## config.mk

```make
export PLATFORM = sky130hd
export DESIGN_NAME = pipeline_hazard_ctrl
export DESIGN_NICKNAME = d
export VERILOG_FILES = /design/src/rtl/hazard_pkg.sv /design/src/rtl/hazard_perf_counter.sv /design/src/rtl/pipeline_hazard_ctrl.sv
export SDC_FILE = /design/constraint.sdc
export NUM_CORES = 1
export LEC_CHECK = 0
export CAP_MARGIN = 20
export CELL_PAD_IN_SITES_DETAIL_PLACEMENT = 2
export CELL_PAD_IN_SITES_GLOBAL_PLACEMENT = 2
export CORE_ASPECT_RATIO = 1.4
export CORE_MARGIN = 10
export CORE_UTILIZATION = 30
export CTS_BUF_LIST = sky130_fd_sc_hd__clkbuf_4 sky130_fd_sc_hd__clkbuf_8
export CTS_CLUSTER_DIAMETER = 100
export DETAILED_ROUTE_END_ITERATION = 10
export DONT_BUFFER_PORTS = 1
export PLACE_DENSITY = 0.76
export SLEW_MARGIN = 0
export SYNTH_ARGS = -nofsm -noshare
export SYNTH_HDL_FRONTEND = slang
export SYNTH_SLANG_ARGS = --single-unit
export TNS_END_PERCENT = 1
```

## constraint.sdc

```tcl
create_clock -name clk -period 3.3 [get_ports clk]
set_input_delay 0.495 -clock clk [delete_from_list [all_inputs] [get_ports clk]]
set_output_delay 0.495 -clock clk [all_outputs]
set_load 0.1 [all_outputs]
```

## src/rtl/hazard_pkg.sv

```systemverilog
// Shared constants for the pipeline hazard controller: FSM encoding,
// register-index width and performance-counter width.
package hazard_pkg;
   localparam int REG_IDX_W = 5;
   localparam int CNT_W     = 32;

   localparam logic [1:0] ST_RUN      = 2'd0;
   localparam logic [1:0] ST_MEM_WAIT = 2'd1;
   localparam logic [1:0] ST_HALT     = 2'd2;

   typedef enum logic [1:0] {
      RUN      = ST_RUN,
      MEM_WAIT = ST_MEM_WAIT,
      HALT     = ST_HALT
   } ctrl_state_e;
endpackage

```

## src/rtl/hazard_perf_counter.sv

```systemverilog
// Saturating increment-enable counter used for hazard performance statistics.
module hazard_perf_counter
   import hazard_pkg::*;
#(
   parameter int W = CNT_W
) (
   input  logic         clk,
   input  logic         rst,
   input  logic         en_i,
   output logic [W-1:0] cnt_o
);
   logic [W-1:0] cnt_q, cnt_d;

   always_comb begin
      cnt_d = cnt_q;
      if (en_i && (cnt_q != '1)) cnt_d = cnt_q + W'(1);
   end

   always_ff @(posedge clk or posedge rst) begin
      if (rst) cnt_q <= '0;
      else     cnt_q <= cnt_d;
   end

   assign cnt_o = cnt_q;
endmodule

```

## src/rtl/pipeline_hazard_ctrl.sv

```systemverilog
// Stall/flush controller for load-use, taken-branch and memory-wait hazards
// with a memory-timeout watchdog. Optional perf counters: HAZARD_PERF_CNT_EN.
module pipeline_hazard_ctrl
   import hazard_pkg::*;
#(
   parameter int WAIT_CNT_W  = 8,
   parameter int MEM_TIMEOUT = 200
) (
   input  logic                 clk,
   input  logic                 rst,
   input  logic [REG_IDX_W-1:0] read_reg_idx_1_ID,
   input  logic [REG_IDX_W-1:0] read_reg_idx_2_ID,
   input  logic                 use_rs1_ID,
   input  logic                 use_rs2_ID,
   input  logic [REG_IDX_W-1:0] write_reg_idx_EX,
   input  logic                 write_reg_flag_EX,
   input  logic                 mem_to_reg_flag_EX,
   input  logic                 branch_taken_EX,
   input  logic                 mem_req_MEM,
   input  logic                 mem_ready_MEM,
   input  logic                 clear_err,
   output logic                 stall_front,
   output logic                 stall_back,
   output logic                 bubble_EX,
   output logic                 bubble_WB,
   output logic                 flush_ID,
   output logic                 mem_timeout,
   output logic [1:0]           ctrl_state,
   output logic [CNT_W-1:0]     stall_cycles_cnt,
   output logic [CNT_W-1:0]     flush_cnt
);
   localparam logic [WAIT_CNT_W-1:0] TIMEOUT_VAL = WAIT_CNT_W'(MEM_TIMEOUT);

   ctrl_state_e           state_q, state_d;
   logic [WAIT_CNT_W-1:0] wait_cnt_q, wait_cnt_d;
   logic                  timeout_q, timeout_d;
   logic                  load_use, mem_busy, freeze, resolve;

   assign load_use = mem_to_reg_flag_EX && write_reg_flag_EX && (write_reg_idx_EX != '0) &&
                     ((use_rs1_ID && (write_reg_idx_EX == read_reg_idx_1_ID)) ||
                      (use_rs2_ID && (write_reg_idx_EX == read_reg_idx_2_ID)));
   assign mem_busy = mem_req_MEM && !mem_ready_MEM;

   always_comb begin
      state_d     = state_q;
      wait_cnt_d  = wait_cnt_q;
      timeout_d   = timeout_q;
      freeze      = 1'b0;
      resolve     = 1'b0;
      stall_front = 1'b0;
      stall_back  = 1'b0;
      bubble_EX   = 1'b0;
      bubble_WB   = 1'b0;
      flush_ID    = 1'b0;

      case (state_q)
         RUN: begin
            if (mem_busy) begin
               freeze     = 1'b1;
               state_d    = MEM_WAIT;
               wait_cnt_d = WAIT_CNT_W'(1);
            end else begin
               resolve = 1'b1;
            end
         end
         MEM_WAIT: begin
            if (mem_ready_MEM) begin
               resolve    = 1'b1;
               state_d    = RUN;
               wait_cnt_d = '0;
            end else if (wait_cnt_q == TIMEOUT_VAL) begin
               freeze    = 1'b1;
               state_d   = HALT;
               timeout_d = 1'b1;
            end else begin
               freeze     = 1'b1;
               wait_cnt_d = wait_cnt_q + WAIT_CNT_W'(1);
            end
         end
         HALT: begin
            // The access stays frozen so it is retried once the error is cleared.
            freeze = 1'b1;
            if (clear_err) begin
               state_d    = RUN;
               timeout_d  = 1'b0;
               wait_cnt_d = '0;
            end
         end
         default: state_d = RUN;
      endcase

      if (freeze) begin
         stall_front = 1'b1;
         stall_back  = 1'b1;
         bubble_WB   = 1'b1;
      end else if (resolve) begin
         // A taken branch kills the ID instruction, so its load-use hazard is moot.
         if (branch_taken_EX) begin
            flush_ID  = 1'b1;
            bubble_EX = 1'b1;
         end else if (load_use) begin
            stall_front = 1'b1;
            bubble_EX   = 1'b1;
         end
      end
   end

   always_ff @(posedge clk or posedge rst) begin
      if (rst) begin
         state_q    <= RUN;
         wait_cnt_q <= '0;
         timeout_q  <= 1'b0;
      end else begin
         state_q    <= state_d;
         wait_cnt_q <= wait_cnt_d;
         timeout_q  <= timeout_d;
      end
   end

   assign mem_timeout = timeout_q;
   assign ctrl_state  = state_q;

`ifdef HAZARD_PERF_CNT_EN
   hazard_perf_counter #(.W(CNT_W)) u_stall_cnt (
      .clk   (clk),
      .rst   (rst),
      .en_i  (stall_front),
      .cnt_o (stall_cycles_cnt)
   );

   hazard_perf_counter #(.W(CNT_W)) u_flush_cnt (
      .clk   (clk),
      .rst   (rst),
      .en_i  (flush_ID),
      .cnt_o (flush_cnt)
   );
`else
   assign stall_cycles_cnt = '0;
   assign flush_cnt        = '0;
`endif
endmodule

```

-- Word level (Yosys, flattened, before mapping)
Index checks and enable logic that the tools add are counted.
- bits in registers: 11
- word-level logic and storage cells: 61
- add/sub/neg operators: 1
- equality and inequality tests: 11
- multiplexer cells: 31
- reduce and logical (&&, ||, !) cells: 15
- operators with widths (kind ; count):
    8-bit two-way mux ; 4
    8-bit case mux with 3 select lines ; 1
    1-bit two-way mux ; 18
    5-bit == test ; 2
    8-bit by 1-bit adder with 8-bit output (second input constant) ; 1
    8-bit == test (second input constant) ; 1
    2-bit two-way mux ; 4
    2-bit != test (second input constant) ; 4
    4-bit AND reduction ; 2
    1-bit logical AND ; 6
    3-bit != test (second input constant) ; 2
    2-bit case mux with 3 select lines ; 1
    5-bit nonzero test ; 1
    1-bit case mux with 2 select lines ; 2
    1-bit case mux with 3 select lines ; 1
    3-bit AND reduction ; 1
    3-bit nonzero test ; 1
    2-bit by 1-bit == test with 1-bit output (second input constant) ; 1
    2-bit == test (second input constant) ; 1
    2-bit logical NOT ; 1
    2-bit nonzero test ; 1
    1-bit logical NOT ; 1
    1-bit logical OR ; 1

-- Longest topological paths before layout
- depth after elaboration: 8
- depth in mapped cells: 7
- gate-level depth less buffers: 6

-- Worst setup path after synthesis
OpenSTA, ideal clock, no wires.
- path type: register to output
- start point: reg state_q[0], in the netlist ctrl_state[0]
- end point: out bubble_EX
- arrival time: 5.400 ns
- data required time: 2.805 ns
- path slack: -2.595 ns
- cell stages (with the launch flop): 7
- buffers on the path: 0
- cell sequence: dfrtp_1 -> inv_1 -> ha_1 -> a21oi_1 -> o31a_1 -> inv_1 -> o41ai_1
- word-level cells in the longest chain between the ends: 4
- elaborated cells on any way between the ends: 7
- RTL lines (item ; RTL line ; RTL):
    from (decl) ; pipeline_hazard_ctrl.sv:34 ; ctrl_state_e state_q, state_d;
    from (signal assigned) ; pipeline_hazard_ctrl.sv:114 ; state_q <= state_d;
    2-bit by 1-bit == test with 1-bit output / 2-bit logical NOT (equally long branches) ; pipeline_hazard_ctrl.sv:56 ; case (state_q)
    1-bit case mux with 2 select lines ; pipeline_hazard_ctrl.sv:56 ;
    1-bit two-way mux ; pipeline_hazard_ctrl.sv:96 ; end else if (resolve) begin
    1-bit two-way mux (*) ; pipeline_hazard_ctrl.sv:92 ; if (freeze) begin
    to (decl) ; pipeline_hazard_ctrl.sv:24 ; output logic bubble_EX,
Mark *: on every way between the ends. The rest lies on a longest branch, timed or not.

-- Worst setup path in the final report
- start point: reg state_q[1], in the netlist ctrl_state[1]
- end point: out stall_front
- word-level cells in the longest chain between the ends: 4
- elaborated cells on any way between the ends: 7
- RTL lines (item ; RTL line ; RTL):
    2-bit by 1-bit == test with 1-bit output / 2-bit logical NOT (equally long branches) ; pipeline_hazard_ctrl.sv:56 ;
    1-bit case mux with 2 select lines ; pipeline_hazard_ctrl.sv:56 ;
    1-bit two-way mux ; pipeline_hazard_ctrl.sv:96 ;
    1-bit two-way mux (*) ; pipeline_hazard_ctrl.sv:92 ;
    to (decl) ; pipeline_hazard_ctrl.sv:22 ; output logic stall_front,
Marks and branches as above.

==> results_dict.tcl <==
set metrics [dict create \
    ir_drop_uv 244 \
    yosysSeqAreaShare_pct 19.1 \
    regArea_um2 283 \
    grt_pass1_vias 1152 \
    track_usage_pct 9.11 \
    avgSynthCellArea_um2 8.42 \
    crit_required_ps 2800 \
    max_stage_delay_ps 640 \
    portBuffers 0 \
    antenna_found_initial 0 \
    grt_pass1_wl_mm 6.00 \
    met2_wirelength_mm 2.22 \
    ys_ff_latch 11 \
    netlist_area_mm2 0.00144 \
    ios 97 \
    grt_max_degree 12 \
    max_freq_mhz 362 \
    ctsHtreeMaxLevel 1 \
    ys.flop_type "dfrtp_1" \
    fp.dieH_um 102 \
    wl_per_cell_um 16.5 \
    route.met3.wl_um 393 \
    fin_util_pct 31.1 \
    first_iter_violations 21 \
    fin_worst_skew_ps 2.00 \
    antenna_cells 0 \
    crit_fanout 7 \
    drv_slew 0 \
    arrival_ps 2270 \
    fin_crit_sh_pct 83.7 \
    worst_slew_pin_slew_ps 919 \
    path_class "flop to output port" \
    cp-start-kind "flop" \
    routed_wl_mm 3.93 \
    vias 1005 \
    ys_warn_count 0 \
    p_leak_nw 0.711 \
    ys_types 43 \
    r2r_setup_slack_ps 1100 \
    m1WireLength_mm 1.27 \
    syn_inst 171 \
    area_growth_pct -0.608 \
    status "completed" \
    dr.pass1.iters 3 \
    cts_tree "yes" \
    core-area_mm2 0.00461 \
    period_minus_slack_ps 2760 \
    maxCapViolCount 0 \
    slew_headroom_pct 38.7 \
    synth_edf_count 0 \
    grt_overflow 0 \
    cp-end-kind "output port" \
    crit_family "compound AO/OA/AOI/OAI gates" \
    antenna_left 0 \
    clockBufferDepth 2 \
    die_area_mm2 0.00801 \
    clockRootBuffer "clkbuf_8" \
    hpwl_mm 3.48 \
    r2r_end "wait_cnt_q[0]$_DFFE_PP0P_" \
    cp-startpoint "ctrl_state[1]$_DFFE_PP0P_" \
    vias_per_cell 4.22 \
    rows 29 \
    gpl.final_weighted_congestion 0.735 \
    hold_slack_ps 150 \
    fillers 569 \
    holdCritPathClass "primary input to async pin" \
    cts_sinks 11 \
    rsz0062_at_grt "false" \
    cts_buffers 3 \
    cp_num_buf_inv 2 \
    cts_hold_buf 0 \
    finalSetupViolCount 0 \
    async_reset_ff_share_pct 100 \
    initial_core_util_pct 31.3 \
    timing.rr.start "ctrl_state[0]$_DFFE_PP0P_" \
    die_w_um 78.6 \
    layout.nets 209 \
    crit_path_top_delay_cell "dfrtp_4" \
    drive_above_1_share_pct 14.2 \
    top_layer_used "met4" \
    clk-insertion-delay-late_ps 240 \
    r2r_cells 6 \
    multiInputGateArea_um2 937 \
    ctsResizeCount 0 \
    hold_viol_final 0 \
    drc 0 \
    powerDensity_mw_per_mm2 805 \
    clk_pin_slew_worst_paths_ps 50 \
    cts_setup_buffers 0 \
    path_cells "inv_4, ha_4, a22o_2, o21ai_0, o41ai_4, buf_4" \
]
-- metrics by stage --
step / TNS (ps) / std cells / total power [mW] / cell area (um^2) / setup slack [ps]
floorplan: -171 / 234 / 0.982 / 1760 / -171
global placement: 0 / 234 / 1.00 / 1380 / 798
detailed placement: 0 / 234 / 1.01 / 1380 / 777
CTS: 0 / 238 / 1.16 / 1430 / 509
global route: 0 / 238 / 1.21 / 1430 / 433
finish: 0 / 238 / 1.15 / 1430 / 539
-- registers in the layout (all words and copies together), names as in the netlist --
| signal | cells |
|---|---|
| ctrl_state | 2 |
| mem_timeout | 1 |
| wait_cnt_q | 8 |
-- cells in the mapped netlist, types with 2 or more instances --
cell type	number	area [um^2]
a21oi_1	6	30.0
a31oi_1	2	12.5
buf_4	65	488
dfrtp_1	11	275
ha_1	7	87.6
inv_1	9	33.8
nand2_1	4	15.0
nand2b_1	4	25.0
nand3_1	2	10.0
nand4_1	2	12.5
nor2_1	3	11.3
nor4_1	2	12.5
o21ai_0	6	30.0
o31ai_1	7	52.6
o41ai_1	2	17.5
or3_1	4	25.0
xnor2_1	2	17.5
xor2_1	8	70.1
-- cell type report --
type / count / area share [%]
clock buffer: 4 / 3.41
inverter: 9 / 2.97
multi-input combinational: 148 / 65.5
sequential: 11 / 19.8
tap: 62 / 5.42
timing repair buffer: 4 / 2.97
-- worst reg2reg max path: cells and delay by family (launching register included) --
| family | cells | cell delay (ps) |
|---|---|---|
| adder cells (fa/ha/maj) | 1 | 230 |
| flip-flops | 1 | 660 |
| AO/OA/AOI/OAI | 1 | 420 |
| multiplexers | 1 | 350 |
| buffers and inverters | 1 | 80 |
| AND/OR/NAND/NOR | 2 | 350 |
-- layer usage --
| layer | GRT usage [%] | vias up |
|---|---|---|
| li1 | - | 471 |
| met1 | 7.98 | 480 |
| met2 | 18.5 | 49 |
| met3 | 3.51 | 5 |
| met4 | 2.49 | 0 |
| met5 | 0 | - |
-- cell usage in the layout (no fill, tap or decap), drive strengths merged, types with 3 or more instances in the layout --
master,n
xor2,8
nand2b,6
o31ai,7
nand2,4
ha,7
conb,64
o21ai,6
or3,4
buf,4
a21oi,6
inv,8
nor2,3
clkbuf,4
dfrtp,11
-- report_power, final --
part	switching [mW]	leakage, nW	internal, mW
Clock	0.0506	0.0262	0.0930
Combinational	0.623	0.539	0.149
Sequential	0.0808	0.146	0.157
-- cells by family (layout without fill, tap and decap cells) --
kind of cell             after synthesis  in the layout  synth area share [%]
XOR/XNOR                              10             10                  6.08
multiplexers                           2              2                  1.56
AO/OA/AOI/OAI                         32             32                  15.1
buffers and inverters                 75             17                  37.0
other                                  1             64                 0.260
flip-flops                            11             11                  19.1
AND/OR/NAND/NOR                       33             33                  14.8
adder cells (fa/ha/maj)                7              7                  6.08
-- how the worst max path moves through the flow --
stage	end	slack (ps)	depth (start not counted)
floorplan	bubble_EX	-170	6
global placement	stall_front	800	6
detailed placement	stall_front	780	6
CTS	stall_front	510	6
global route	stall_front	430	6
finish	stall_front	540	6
No activity file was read; power rests on OpenSTA's default activity.
